### src/rtl/muldiv_pkg.sv
// Shared constants for the multiply/divide sequencer: FSM encoding,
// operation select codes and default iteration counts.
package muldiv_pkg;

   localparam logic [2:0] ST_IDLE  = 3'd0;
   localparam logic [2:0] ST_LOAD  = 3'd1;
   localparam logic [2:0] ST_RUN   = 3'd2;
   localparam logic [2:0] ST_WRITE = 3'd3;
   localparam logic [2:0] ST_DONE  = 3'd4;

   localparam logic OP_MULT = 1'b0;
   localparam logic OP_DIV  = 1'b1;

   localparam int ITER_MULT_DEF = 32;
   localparam int ITER_DIV_DEF  = 32;

endpackage

### src/rtl/hi_lo_reg.sv
// Architectural HI/LO register pair with a shared write enable.
module hi_lo_reg #(
   parameter int WIDTH = 32
) (
   input  logic             clk_i,
   input  logic             reset_i,
   input  logic             we_i,
   input  logic [WIDTH-1:0] hi_i,
   input  logic [WIDTH-1:0] lo_i,
   output logic [WIDTH-1:0] hi_o,
   output logic [WIDTH-1:0] lo_o
);

   logic [WIDTH-1:0] hi_q;
   logic [WIDTH-1:0] lo_q;

   // Capture both words together; otherwise hold indefinitely.
   always_ff @(posedge clk_i) begin
      if (reset_i) begin
         hi_q <= '0;
         lo_q <= '0;
      end else if (we_i) begin
         hi_q <= hi_i;
         lo_q <= lo_i;
      end
   end

   assign hi_o = hi_q;
   assign lo_o = lo_q;

endmodule

### src/rtl/muldiv_ctrl.sv
// Sequencer for the iterative multiply/divide cores: latches the request,
// pulses the core load, steps it a fixed count, then writes HI/LO.
module muldiv_ctrl
   import muldiv_pkg::*;
#(
   parameter int WIDTH     = 32,
   parameter int ITER_MULT = ITER_MULT_DEF,
   parameter int ITER_DIV  = ITER_DIV_DEF,
   parameter int CNT_W     = 6
) (
   input  logic             clk,
   input  logic             reset,
   input  logic             op_start,
   input  logic             op_sel,
   input  logic [WIDTH-1:0] op_a,
   input  logic [WIDTH-1:0] op_b,
   output logic             core_sel,
   output logic             core_load,
   output logic             core_step,
   output logic [WIDTH-1:0] core_a,
   output logic [WIDTH-1:0] core_b,
   input  logic [WIDTH-1:0] core_hi,
   input  logic [WIDTH-1:0] core_lo,
   output logic             busy,
   output logic             done,
   output logic             div_zero,
   output logic [WIDTH-1:0] hi,
   output logic [WIDTH-1:0] lo
);

   logic [2:0]       state_q, state_d;
   logic [CNT_W-1:0] cnt_q,   cnt_d;
   logic             sel_q,   sel_d;
   logic [WIDTH-1:0] a_q,     a_d;
   logic [WIDTH-1:0] b_q,     b_d;
   logic             dz_q,    dz_d;

   // Next-state, counter and operand-latch decode.
   always_comb begin
      state_d = state_q;
      cnt_d   = cnt_q;
      sel_d   = sel_q;
      a_d     = a_q;
      b_d     = b_q;
      dz_d    = dz_q;
      case (state_q)
         ST_IDLE: begin
            if (op_start) begin
               sel_d = op_sel;
               a_d   = op_a;
               b_d   = op_b;
               // A zero divisor never touches the core; report it directly.
               if ((op_sel == OP_DIV) && (op_b == '0)) begin
                  dz_d    = 1'b1;
                  state_d = ST_DONE;
               end else begin
                  state_d = ST_LOAD;
               end
            end
         end
         ST_LOAD: begin
            cnt_d   = (sel_q == OP_DIV) ? CNT_W'(ITER_DIV) : CNT_W'(ITER_MULT);
            state_d = ST_RUN;
         end
         ST_RUN: begin
            // The step with cnt==1 is the last one, so RUN lasts exactly ITER cycles.
            cnt_d = cnt_q - 1'b1;
            if (cnt_q == CNT_W'(1)) begin
               state_d = ST_WRITE;
            end
         end
         ST_WRITE: begin
            state_d = ST_DONE;
         end
         ST_DONE: begin
            dz_d    = 1'b0;
            state_d = ST_IDLE;
         end
         default: begin
            state_d = ST_IDLE;
         end
      endcase
   end

   // Control and operand registers; reset overrides everything.
   always_ff @(posedge clk) begin
      if (reset) begin
         state_q <= ST_IDLE;
         cnt_q   <= '0;
         sel_q   <= OP_MULT;
         a_q     <= '0;
         b_q     <= '0;
         dz_q    <= 1'b0;
      end else begin
         state_q <= state_d;
         cnt_q   <= cnt_d;
         sel_q   <= sel_d;
         a_q     <= a_d;
         b_q     <= b_d;
         dz_q    <= dz_d;
      end
   end

   hi_lo_reg #(
      .WIDTH (WIDTH)
   ) u_hi_lo (
      .clk_i   (clk),
      .reset_i (reset),
      .we_i    (state_q == ST_WRITE),
      .hi_i    (core_hi),
      .lo_i    (core_lo),
      .hi_o    (hi),
      .lo_o    (lo)
   );

   // Outputs decode purely from registered state.
   assign core_sel  = sel_q;
   assign core_a    = a_q;
   assign core_b    = b_q;
   assign core_load = (state_q == ST_LOAD);
   assign core_step = (state_q == ST_RUN);
   assign busy      = (state_q == ST_LOAD) || (state_q == ST_RUN) || (state_q == ST_WRITE);
   assign done      = (state_q == ST_DONE);
   assign div_zero  = (state_q == ST_DONE) && dz_q;

endmodule

### config.mk
export PLATFORM = sky130hd
export DESIGN_NAME = muldiv_ctrl
export DESIGN_NICKNAME = d
export VERILOG_FILES = /design/src/rtl/muldiv_pkg.sv /design/src/rtl/hi_lo_reg.sv /design/src/rtl/muldiv_ctrl.sv
export SDC_FILE = /design/constraint.sdc
export NUM_CORES = 1
export LEC_CHECK = 0
export CAP_MARGIN = 20
export CORE_UTILIZATION = 39
export CTS_CLUSTER_SIZE = 25
export DETAILED_ROUTE_END_ITERATION = 7
export PLACE_DENSITY = 0.77
export SLEW_MARGIN = 20
export SYNTH_ARGS = -nofsm -noshare
export SYNTH_HDL_FRONTEND = slang
export SYNTH_SLANG_ARGS = --single-unit
### constraint.sdc
create_clock -name clk -period 1.65 [get_ports clk]
set_input_delay 0.2475 -clock clk [delete_from_list [all_inputs] [get_ports clk]]
set_output_delay 0.2475 -clock clk [all_outputs]
set_load 0.05 [all_outputs]
==> reports/qor.yml <==
synth:
  yosys_warnings: 0
  synth_area_um2: 4950
  avgSynthCellArea_um2: 7.83
  yosysUniqueCellTypes: 34
  synth_ff_type: "dfxtp_1"
  synth_top_area_cell: "dfxtp_1"
  synth-seq-cells: 139
  synthTopCellsByArea: "dfxtp_1 (56%), nand2_1 (20%), a21oi_1 (14%)"
  netlist_instances: 633
  async_flop_share_pct: 0
  yosysTopAreaCellShare_pct: 56.2
  synth_edf_count: 0
  ys_seq_area_share_pct: 56.2
  synth_nets: 767
clock_network:
  cts_tree: "done"
  clock_insertion_delay_worst_skew_ns: 0.41
  numCtsBuffers: 17
  cts.clk_slew.worst_paths_ns: 0.06
  clockBufferDepth: 2
  cts_root_buf: "clkbuf_16"
  clock-sinks: 139
  h-tree-depth: 4
grt:
  grt_start_max_net_pins: 65
  grt_overflow_total: 0
  antenna_found_initial: 0
  grt_pass1_vias: 4907
  grtUsageTotal_pct: 23.2
  grt_pass1_wl_um: 23500
worst_setup_path:
  start_kind: "flip-flop"
  critical_path_buf_inv_count: 2
  r2r_setup_slack_ns: 0.03
  slowest_delay_ns: 0.40
  crit_path_start: "state_q[0]$_SDFFE_PP0P_"
  r2r_end: "cnt_q[3]$_SDFFE_PP0P_"
  critPathKind: "flip-flop to primary output"
  worst_path_max_delay_cell: "or3b_4"
  r2r_start: "state_q[1]$_SDFFE_PP0P_"
  critPathRequiredTime_ns: 1.40
  critPathCaptureType: "primary output"
  cpLargestDelayFamily: "simple AND/OR/NAND/NOR gates"
  cp_max_fo: 5
  path_cells: "or3b_4, clkinvlp_4, buf_12"
  rr_worst_depth: 5
  cp.arrival_ns: 1.44
flow_run:
  maxCapViolCount: 0
timing:
  final.setup.worst_slack_ns: -0.0402
  tightest_slew_ns: 0.520
  whs_ns: 0.149
  finalSetupTns_ns: -0.0538
  skew_ns: 0.00594
  fmax_mhz: 592
  slew_violations: 0
  fin_crit_sh_pct: 102
  finalCriticalPeriod_ns: 1.69
  slew_headroom_pct: 65.3
  rsz0062_at_grt: "true"
  hold_violations: 0
  setup_viol_count_final: 2
floorplanning:
  initial_utilization_pct: 40.6
  dieArea_um2: 13200
  boundaryPins: 266
  fp.dieH_um: 115
  rows: 40
  core_um2: 12200
  die_x_um: 115
final_layout:
  diodes: 0
  final_cell_mix: "nand2_1 (261), buf_4 (150), dfxtp_1 (136)"
  fin_area_um2: 8490
  nets: 1037
  area_growth_pct: 71.3
  layout-drive-gt1-share_pct: 23.4
  mostFrequentLayoutCell: "nand2_1"
routing:
  dr.pass1.iters: 4
  drt.antenna.violating_nets: 0
  wl_per_cell_um: 14.6
  via_count: 5287
  via_per_inst: 4.89
  drc: 0
  drtIter0Drc: 266
  routed_wl_um: 15800
power_and_ir_drop:
  p_clk_share_pct: 45.0
  p_sw_share_pct: 24.7
  internal_power_mw: 7.16
  pwr-share-comb_pct: 17.2
  p_switching_mw: 2.35
  p_leak_nw: 3.43
  power_density_nw_per_um2: 1120
  peakVddDrop_uv: 884
  seq_power_share_pct: 37.8
worst_hold_path:
  worst_hold_startpoint: "op_sel"
  holdPathStages: 3
  hold_path.class: "input pin to flip-flop"
  min_to: "core_sel$_SDFFE_PP0P_"
status:
  violations: "negative setup slack"
  status: "finished with violations"
placement:
  place.port_buffers: 265
  dp_hpwl_um: 11200
  gp_congestion: 0.882
  placed_cell_area_um2: 7670
cells in the mapped netlist, drive strengths merged (2+ instances only):
cell type,n
nor4b,2
clkbuf,30
buf,13
dfxtp,139
or4,2
a21oi,134
inv,5
nand2,263
nand3,2
ha,2
nor4,8
or3b,2
nor2,13
and2,2
registers in the layout, indices dropped and copies added, names as in the netlist:
name and cells:
u_hi_lo.hi_o 32, cnt_q 6, state_q 3, core_a 32
dz_q 1, core_sel 1, u_hi_lo.lo_o 32, core_b 32
tightest hold or removal path, cell delays in order:
cell	delay, ns
dlymetal6s2s_1	0.15
nand2_1	0.06
a21oi_1	0.05
layer usage:
layer | vias to the layer above | global-route usage (%) | routed length, um
met1 | 2440 | 24.4 | 5950
li1 | 2605 | - | -
met4 | 0 | 15.1 | 644
met3 | 48 | 5.08 | 904
met5 | - | 0 | 0
met2 | 194 | 41.8 | 8250
through the flow:
| step | utilization (%) | instances | total power [mW] | worst slack (ns) |
|---|---|---|---|---|
| 6_report | 69.5 | 1082 | 9.51 | -0.0402 |
| 5_1_grt | 69.5 | 1082 | 9.85 | -0.0687 |
| 4_1_cts | 68.8 | 1080 | 9.58 | -0.0376 |
| 3_5_place_dp | 62.8 | 1046 | 5.26 | -0.582 |
| 3_3_place_gp | 62.8 | 1046 | 5.23 | -0.510 |
| 2_1_floorplan | - | 633 | 4.51 | 0.0454 |
timing repair:
action	4_1_cts	5_1_grt
setup endpoints to repair	7	8
pin swaps	4	4
hold buffers	0	0
resized for setup	12	12
setup buffers	5	3
endpoints found under the hold margin	0	0
power by group through the flow:
stage | logic, mW | clock network, mW | registers (mW)
2_1_floorplan | 0.391 | 0 | 4.12
3_3_place_gp | 1.57 | 0 | 3.66
3_5_place_dp | 1.59 | 0 | 3.67
4_1_cts | 1.62 | 4.37 | 3.60
5_1_grt | 1.73 | 4.51 | 3.61
6_report | 1.64 | 4.28 | 3.60
worst max path at each step:
stage | slack [ns] | depth (start not counted) | end
6_report | -0.04 | 3 | core_load
5_1_grt | -0.07 | 3 | core_load
4_1_cts | -0.04 | 3 | core_load
3_5_place_dp | -0.58 | 6 | state_q[2]$_SDFFE_PP0P_
3_3_place_gp | -0.51 | 7 | dz_q$_SDFFE_PP0P_
2_1_floorplan | 0.05 | 5 | cnt_q[4]$_SDFFE_PP0P_
cell families (layout without fill, tap and decap cells):
group	after synthesis	in the layout	synth area share (%)
mux	1	1	0.227
fa+ha+maj	2	2	0.505
compound gates	140	140	14.7
simple gates	302	302	24.7
buf+inv	49	330	3.79
flops	139	139	56.2
cell type report:
| cell class | instances | area (um^2) |
|---|---|---|
| clock inverters | 7 | 185 |
| inverters | 6 | 31.3 |
| clock buffers | 23 | 488 |
| flip-flops and latches | 139 | 2790 |
| multi-input cells | 445 | 2080 |
| well taps | 168 | 210 |
| repair buffers | 294 | 2700 |
| fillers | 982 | 3720 |
Power figures use the tool's default switching activity.
